## config.mk

```make
export PLATFORM = sky130hd
export DESIGN_NAME = bank_rr_arbiter
export DESIGN_NICKNAME = d
export VERILOG_FILES = /design/src/rtl/cgra_mem_pkg.sv /design/src/rtl/bank_rr_arbiter_rr_pick.sv /design/src/rtl/bank_rr_arbiter.sv
export SDC_FILE = /design/constraint.sdc
export NUM_CORES = 2
export LEC_CHECK = 0
export CAP_MARGIN = 5
export CORE_ASPECT_RATIO = 1.25
export CORE_MARGIN = 1.5
export CORE_UTILIZATION = 30
export DETAILED_ROUTE_END_ITERATION = 8
export PLACE_DENSITY = 0.47
export SETUP_SLACK_MARGIN = 0.3
export SYNTH_ARGS = -nofsm -noshare
export SYNTH_HDL_FRONTEND = slang
export SYNTH_SLANG_ARGS = --single-unit
```

## constraint.sdc

```tcl
create_clock -name clk -period 5.1 [get_ports clk]
set_input_delay 1.02 -clock clk [delete_from_list [all_inputs] [get_ports clk]]
set_output_delay 1.02 -clock clk [all_outputs]
set_load 0.05 [all_outputs]
```

## src/rtl/cgra_mem_pkg.sv

```systemverilog
// Shared CGRA memory-side constants and flattened-bus index helpers.
package cgra_mem_pkg;

   localparam int PE_NUM       = 16;
   localparam int PE_PTR       = 4;
   localparam int MEM_BANK_NUM = 16;

   // Bank-address field of a 36-bit PE request FIFO entry
   localparam int ENTRY_W  = 36;
   localparam int BANK_LSB = 32;
   localparam int BANK_MSB = 35;

   function automatic int req_bit(input int p, input int b);
      return p * MEM_BANK_NUM + b;
   endfunction

   function automatic int idx_lsb(input int b);
      return b * PE_PTR;
   endfunction

endpackage

```

## src/rtl/bank_rr_arbiter_rr_pick.sv

```systemverilog
// Combinational round-robin pick: first eligible PE at or after ptr.
module rr_pick
   import cgra_mem_pkg::*;
(
   input  logic [PE_NUM-1:0] elig,
   input  logic [PE_PTR-1:0] ptr,
   output logic              found,
   output logic [PE_PTR-1:0] win_idx
);

   logic [PE_NUM-1:0] w_rot;

   // Rotate so the pointer position lands on bit 0
   always_comb begin
      w_rot = PE_NUM'({elig, elig} >> ptr);
   end

   always_comb begin
      found   = 1'b0;
      win_idx = '0;
      for (int k = PE_NUM - 1; k >= 0; k--) begin
         if (w_rot[k]) begin
            found   = 1'b1;
            win_idx = ptr + PE_PTR'(k);
         end
      end
   end

endmodule

```

## src/rtl/bank_rr_arbiter.sv

```systemverilog
// Per-bank round-robin arbiter between PE request FIFOs and memory banks.
module bank_rr_arbiter
   import cgra_mem_pkg::*;
(
   input  logic                           clk,
   input  logic                           rst_n,
   input  logic [PE_NUM*MEM_BANK_NUM-1:0] req_pea_to_bank,
   input  logic [MEM_BANK_NUM-1:0]        bank_ready,
   output logic [PE_NUM*MEM_BANK_NUM-1:0] gnt_bank_to_pea,
   output logic [MEM_BANK_NUM-1:0]        bank_gnt_vld,
   output logic [MEM_BANK_NUM*PE_PTR-1:0] bank_gnt_idx,
   output logic [MEM_BANK_NUM-1:0]        bank_conflict,
   output logic [PE_NUM-1:0]              req_err
);

   logic [PE_NUM*MEM_BANK_NUM-1:0] r_gnt;
   logic [MEM_BANK_NUM-1:0]        r_vld;
   logic [MEM_BANK_NUM*PE_PTR-1:0] r_idx;
   logic [MEM_BANK_NUM-1:0]        r_conflict;
   logic [PE_NUM-1:0]              r_req_err;
   logic [PE_PTR-1:0]              r_ptr [MEM_BANK_NUM];

   logic [PE_NUM-1:0]              w_busy;
   logic [PE_NUM-1:0]              w_elig [MEM_BANK_NUM];
   logic [MEM_BANK_NUM-1:0]        w_found;
   logic [PE_PTR-1:0]              w_win [MEM_BANK_NUM];

   logic [PE_NUM*MEM_BANK_NUM-1:0] w_nxt_gnt;
   logic [MEM_BANK_NUM-1:0]        w_nxt_vld;
   logic [MEM_BANK_NUM*PE_PTR-1:0] w_nxt_idx;
   logic [MEM_BANK_NUM-1:0]        w_nxt_conflict;
   logic [PE_NUM-1:0]              w_nxt_err;
   logic [MEM_BANK_NUM-1:0]        w_raw;

   // A PE being popped this cycle still shows that entry; keep it out
   always_comb begin
      for (int p = 0; p < PE_NUM; p++) begin
         w_busy[p] = |r_gnt[req_bit(p, 0) +: MEM_BANK_NUM];
      end
      for (int b = 0; b < MEM_BANK_NUM; b++) begin
         for (int p = 0; p < PE_NUM; p++) begin
            w_elig[b][p] = req_pea_to_bank[req_bit(p, b)] & ~w_busy[p];
         end
      end
   end

   for (genvar gb = 0; gb < MEM_BANK_NUM; gb++) begin : g_bank
      rr_pick u_pick (
         .elig    (w_elig[gb]),
         .ptr     (r_ptr[gb]),
         .found   (w_found[gb]),
         .win_idx (w_win[gb])
      );
   end

   always_comb begin
      w_nxt_gnt      = '0;
      w_nxt_vld      = '0;
      w_nxt_idx      = '0;
      w_nxt_conflict = '0;
      w_nxt_err      = '0;
      w_raw          = '0;
      for (int b = 0; b < MEM_BANK_NUM; b++) begin
         w_nxt_conflict[b] = |(w_elig[b] & (w_elig[b] - PE_NUM'(1)));
         if (w_found[b] && bank_ready[b]) begin
            w_nxt_vld[b] = 1'b1;
            w_nxt_idx[idx_lsb(b) +: PE_PTR] = w_win[b];
            w_nxt_gnt[req_bit(int'(w_win[b]), b)] = 1'b1;
         end
      end
      for (int p = 0; p < PE_NUM; p++) begin
         w_raw        = req_pea_to_bank[req_bit(p, 0) +: MEM_BANK_NUM];
         w_nxt_err[p] = |(w_raw & (w_raw - MEM_BANK_NUM'(1)));
      end
   end

   always_ff @(posedge clk) begin
      if (!rst_n) begin
         r_gnt      <= '0;
         r_vld      <= '0;
         r_idx      <= '0;
         r_conflict <= '0;
         r_req_err  <= '0;
         for (int b = 0; b < MEM_BANK_NUM; b++) begin
            r_ptr[b] <= '0;
         end
      end else begin
         r_gnt      <= w_nxt_gnt;
         r_vld      <= w_nxt_vld;
         r_idx      <= w_nxt_idx;
         r_conflict <= w_nxt_conflict;
         r_req_err  <= w_nxt_err;
         for (int b = 0; b < MEM_BANK_NUM; b++) begin
            if (w_found[b] && bank_ready[b]) begin
               r_ptr[b] <= w_win[b] + PE_PTR'(1);
            end
         end
      end
   end

   assign gnt_bank_to_pea = r_gnt;
   assign bank_gnt_vld    = r_vld;
   assign bank_gnt_idx    = r_idx;
   assign bank_conflict   = r_conflict;
   assign req_err         = r_req_err;

endmodule
```

; ---- Word level (Yosys, flattened, before mapping)
; Memories as Yosys holds them, arrays and structs flattened.
; Cells that the tools add are included.
; W data, S select, Z words.
[classes]
n_addsub = 303
magnitude_cmp = 32
shift = 16
n_mux = 625
bitwise = 335
n_reduce_logical = 96
[op_table]
columns = cell, count
row1 = $mux W256, 15
row2 = $or A256 B256 Y256, 15
row3 = $mux W4, 272
row4 = $reduce_or A16 Y1, 48
row5 = $add A4 B4 Y4 const B, 128
row6 = $and A16 B16 Y16, 32
row7 = $shr A32 B4 Y16, 16
row8 = $sub A16 B1 Y16 const B, 32
row9 = $mux W1, 321
row10 = $add A4 B3 Y4 const B, 64
row11 = $and A1 B1 Y1, 256
row12 = $mux W241, 1
row13 = $ge A9 B1 Y1 const B, 15
row14 = $lt A9 B9 Y1 const B, 15
row15 = $add A4 B1 Y4 const B, 32
row16 = $add A4 B2 Y4 const B, 32
row17 = $demux W1 S8, 15
row18 = $add A8 B4 Y9 const B, 8
row19 = $add A8 B3 Y9 const B, 4
row20 = $logic_and A1 B1 Y1, 32
row21 = $reduce_and A2 Y1, 16
row22 = $add A8 B2 Y9 const B, 2
row23 = $not A1 Y1, 16
row24 = $or A1 B1 Y1, 16
row25 = 4 further kinds, 4
[totals]
register_bits = 368
ram_bits = 64
inputBits = 274
wordCells = 1428
memories = 1
[memory_table]
columns = name, depth, width, rd, rd_ports_with_merged_regs, wr, line_no
row1 = r_ptr, 16, 4, 16, 0, 16, bank_rr_arbiter.sv:21  ; logic [PE_PTR-1:0] r_ptr [MEM_BANK_NUM];

; ---- Longest topological paths before layout
[logic_depth]
depth_word = 55
ltp_mapped = 19
depth_no_buf = 16

; ---- By module
; Synthesis repeated with hierarchy kept, for this count alone.
[unflattened]
hier_cells = 6578
hier_area_um2 = 53596.4
[modules_own_cells]
columns = module, instances, cells_per_inst, area_per_inst_um2
row1 = rr_pick, 16, 258, 2057.0
row2 = bank_rr_arbiter, 1, 2450, 20684.8

; ---- Worst setup path after synthesis
; Ideal clock, no wire load.
[synth_timing]
path_kind = register to register
from = register r_gnt[122] (netlist: gnt_bank_to_pea[122])
to = memory r_ptr[1][2] (netlist: r_ptr[0][6]) (data pin)
arrival_ns = 4.389
required_time_ns = 4.809
setup_slack_ns = 0.421
stages_incl_launch_ff = 16
n_path_buf = 1
synth_period_minus_slack_ns = 4.679
path_cell_list = dfxtp_1 nor4_1 and4_1 buf_2 and2_1 mux4_2 a2111oi_1 a21oi_1 a21oi_1 o21ai_0 a311o_1 o41ai_1 inv_1 ha_1 xnor2_1 nor3_1
[synth_lines]
columns = item, line_no
row1 = "start, declared", bank_rr_arbiter.sv:16  ; logic [PE_NUM*MEM_BANK_NUM-1:0] r_gnt;
row2 = "start signal, assigned", bank_rr_arbiter.sv:88  ; r_gnt <= w_nxt_gnt;
row3 = "end, declared", bank_rr_arbiter.sv:21

; ---- Final worst setup path
[layout_timing]
from = register r_gnt[168] (netlist: gnt_bank_to_pea[168])
to = register r_gnt[34] (netlist: gnt_bank_to_pea[34])
[layout_lines]
columns = item, line_no
row1 = $reduce_or A16 Y1 *, bank_rr_arbiter.sv:38  ; w_busy[p] = |r_gnt[req_bit(p, 0) +: MEM_BANK_NUM];
row2 = $not A1 Y1 *, bank_rr_arbiter.sv:42  ; w_elig[b][p] = req_pea_to_bank[req_bit(p, b)] & ~w_busy[p];
row3 = $and A1 B1 Y1 *, bank_rr_arbiter.sv:42
row4 = $shr A32 B4 Y16 *, bank_rr_arbiter_rr_pick.sv:15  ; w_rot = PE_NUM'({elig, elig} >> ptr);
row5 = $mux W4 (15 in series), bank_rr_arbiter_rr_pick.sv:22  ; if (w_rot[k]) begin
row6 = $mux W4 *, bank_rr_arbiter_rr_pick.sv:22
row7 = via g_bank[2].u_pick.win_idx[1], bank_rr_arbiter_rr_pick.sv:8  ; output logic [PE_PTR-1:0] win_idx
row8 = $add A8 B2 Y9 *, cgra_mem_pkg.sv:14  ; return p * MEM_BANK_NUM + b;
row9 = [24 not listed], -
row10 = $or A256 B256 Y256 (no line), -
row11 = $mux W256 *, bank_rr_arbiter.sv:65  ; if (w_found[b] && bank_ready[b]) begin
row12 = $or A256 B256 Y256 (no line), -
row13 = $mux W256 *, bank_rr_arbiter.sv:65
row14 = $or A256 B256 Y256 (no line), -
row15 = $mux W256 *, bank_rr_arbiter.sv:65
row16 = $or A256 B256 Y256 (no line), -
row17 = $mux W256 *, bank_rr_arbiter.sv:65
; Mark *: on every way through the listed nets, which the timed path passes. The rest lies on a longest branch.
; A chain may end at the register's enable or synchronous reset.

==> flow_metrics.env <==
export IMPL_grt_max_degree=53
export IMPL_yosysWarnings=0
export IMPL_area_growth_syn_to_layout_pct=50.46
export IMPL_ios=642
export IMPL_via_per_inst=6.248
export IMPL_grt_overflow=0
export IMPL_root_buffer="clkbuf_16"
export IMPL_critical_path_peak_fanout=13
export IMPL_place_area_um2=84980
export IMPL_arrival_ps=5430
export IMPL_port_buffer_count=641
export IMPL_final_area_um2=89530
export IMPL_status="finished, final reports clean"
export IMPL_clock_sinks=432
export IMPL_syn_avg_cell_area_um2=7.677
export IMPL_dr_pass1_iters=8
export IMPL_die_y_um=500.9
export IMPL_yosys_top_cells_area="mux4_2 (13%), dfxtp_1 (12%), nand2_1 (6.2%), mux2i_1 (4.8%), nor2_1 (4.2%)"
export IMPL_maxSlewViolCount=0
export IMPL_initial_utilization=0.3021
export IMPL_die_width_um=401.3
export IMPL_cts_tree="yes"
export IMPL_hold_buffers=0
export IMPL_grt_pass1_wl_mm=569.9
export IMPL_antenna_found_initial=38
export IMPL_ys_seq_area_frac=0.1561
export IMPL_period_minus_slack_ps=4791
export IMPL_synth_edf_count=64
export IMPL_gp_congestion=1.055
export IMPL_synth_largest_area_cell="mux4_2"
export IMPL_max_freq_ghz=0.2087
export IMPL_syn_area_um2=59500
export IMPL_startpoint_type="flop"
export IMPL_skew_ps=72.11
export IMPL_std_cell_rows=182
export IMPL_async_flop_share=0
export IMPL_grt_pass1_vias=76249
export IMPL_synth_cell_types=105
export IMPL_drt_initial_drc_count=9459
export IMPL_fin_crit_sh=0.9394
export IMPL_final_cell_mix="buf_4 (2095), nand2_1 (953), nor2_1 (657), clkdlybuf4s50_1 (640), a21oi_1 (379)"
export IMPL_fillCellCount=19702
export IMPL_grt_setup_unrepaired="true"
export IMPL_cp_required_ps=5740
export IMPL_syn_inst=7751
export IMPL_tightest_slew_ps=1094
export IMPL_route_final_wire_length_mm=411.8
export IMPL_slew_headroom=0.2681
export IMPL_cap_violations=0
export IMPL_synthFlopType="dfxtp_1"
export IMPL_end_kind="flop"
export IMPL_track_usage=0.3899
export IMPL_ctsLongestPathBuffers=3
export IMPL_layout_nets=10629
export IMPL_synth_top_area_frac=0.1275
export IMPL_vias=80029
export IMPL_path_class="reg2reg"
export IMPL_drive_gt1_frac=0.3200
export IMPL_wire_per_inst_um=32.15
export IMPL_insertion_delay_ps=760
export IMPL_clk_pin_slew_ps=70
export IMPL_die_area_um2=201000
export IMPL_dp_hpwl_mm=340.4
export IMPL_drt_antenna_violating_nets=0
export IMPL_ys_ff_latch=432
export IMPL_hold_violations=0
export IMPL_drcViolationCount=0
export IMPL_final_common_cell="buf_4"
export IMPL_syn_nets=8203
export IMPL_cts_max_level=2
export IMPL_cts_buffers=54
export IMPL_setup_violations=0
export IMPL_coreArea_um2=197000
export IMPL_hp_class="in2reg"
==> routing by layer <==
metal,share of wire,global-route usage,up-vias,routed length (µm)
met5,0.00046,0,-,188
met4,0.073,0.2256,30,29930
met3,0.10,0.09314,1067,42780
met2,0.44,0.6197,4766,180700
met1,0.38,0.4802,39329,158200
li1,-,-,34837,-
==> critical path, cell delays in order (launching register included) <==
cell and delay (ps):
dfxtp_1 490, nor4_2 100, buf_4 190, and4_2 260
buf_12 170, buf_6 180, nand3_1 130, o21ai_0 120
buf_4 160, mux4_2 520, mux2_2 310, or3_4 380
a211oi_2 220, o21ai_1 130, a31oi_1 260, o41a_1 340
buf_4 160, ha_2 180, nand2_4 80, nor2_4 280
==> cell usage after synthesis (32+ instances only) <==
cell type  count
a211oi_1      75
a21o_1        47
a21oi_1      386
a221oi_1      44
a22oi_1       49
a31oi_1      106
a32o_1        41
a32oi_1       64
and2_1       184
and3_1       131
buf_1         91
buf_2         54
clkbuf_1     374
dfxtp_1      368
edfxtp_1      64
ha_1         178
inv_1        212
maj3_1        93
mux2_2       138
mux2i_1      288
mux4_2       337
nand2_1      986
nand2b_1      84
nand3_1      222
nand4_1       70
nor2_1       673
nor2b_1      112
nor3_1       272
nor4_1       101
o2111ai_1     49
o211ai_1      91
o21a_1        51
o21ai_0      385
o21ai_1       32
o221ai_1      90
o22a_1        52
o22ai_1      169
o31ai_1       75
o32ai_1       63
or2_2         46
or3_1         63
xnor2_1       74
==> what timing repair did <==
| action | 4_1_cts | 5_1_grt |
|---|---|---|
| buffers inserted | 22 | 51 |
| cloned | 1 | 3 |
| gates resized for setup | 168 | 274 |
| pin swaps | 24 | 60 |
| hold endpoints to repair | 0 | 0 |
| endpoints found under the setup margin | 405 | 318 |
==> path summary, 6_finish.rpt <==
check | start | to | slack (ps) | depth (start not counted)
worst min register to register | r_ptr[1][0] | bank_gnt_idx[32] | 950 | 5
worst max-delay path | gnt_bank_to_pea[168] | gnt_bank_to_pea[34] | 310 | 19
worst min-delay path | rst_n | bank_gnt_vld[5] | 930 | 3
worst max register to register | gnt_bank_to_pea[168] | gnt_bank_to_pea[34] | 310 | 19
==> cell families (layout without fill, tap and decap cells) <==
kind of cell | Yosys count | count (layout) | synth area share
buffers and inverters | 790 | 3260 | 0.05173
other | 0 | 11 | 0
flip-flops | 432 | 432 | 0.1561
AO/OA/AOI/OAI | 2307 | 2307 | 0.2730
adder cells (fa/ha/maj) | 271 | 271 | 0.05307
multiplexers | 764 | 764 | 0.2023
AND/OR/NAND/NOR | 3090 | 3090 | 0.2495
XOR/XNOR | 97 | 97 | 0.01428
==> flip-flops by register name, indices dropped and copies added (netlist names) <==
name	count
gnt_bank_to_pea	256
r_ptr	64
bank_gnt_vld	16
req_err	16
bank_conflict	16
bank_gnt_idx	64
==> through the flow <==
stage / worst slack (ps) / hold WS [ps] / utilization / std cells / TNS [ps]
after detailed placement: -768.1 / 999.2 / 0.4314 / 12620 / -79460
after CTS: 252.7 / 902.2 / 0.4457 / 12743 / 0
after global placement: -1093 / 962.7 / 0.4313 / 12619 / -175810
after floorplan: 420.7 / 994.3 / - / 7751 / 0
after global routing: 246.3 / 946.2 / 0.4544 / 12798 / 0
final: 308.8 / 933.9 / 0.4545 / 12808 / 0
==> area by class of cell <==
class / count / area, µm² / share of cell area
Multi-Input combinational cell: 6529 / 48980 / 0.5471
Inverter: 260 / 978.4 / 0.01093
Antenna cell: 11 / 27.53 / 0.0003075
Tap cell: 2576 / 3223 / 0.03600
Clock inverter: 30 / 312.8 / 0.003494
Clock buffer: 70 / 1504 / 0.01680
Sequential cell: 432 / 9340 / 0.1043
Timing Repair Buffer: 2900 / 25160 / 0.2810
Power is not shown: default switching activity piles up to over one toggle a cycle in this logic, so the estimate is an artifact.
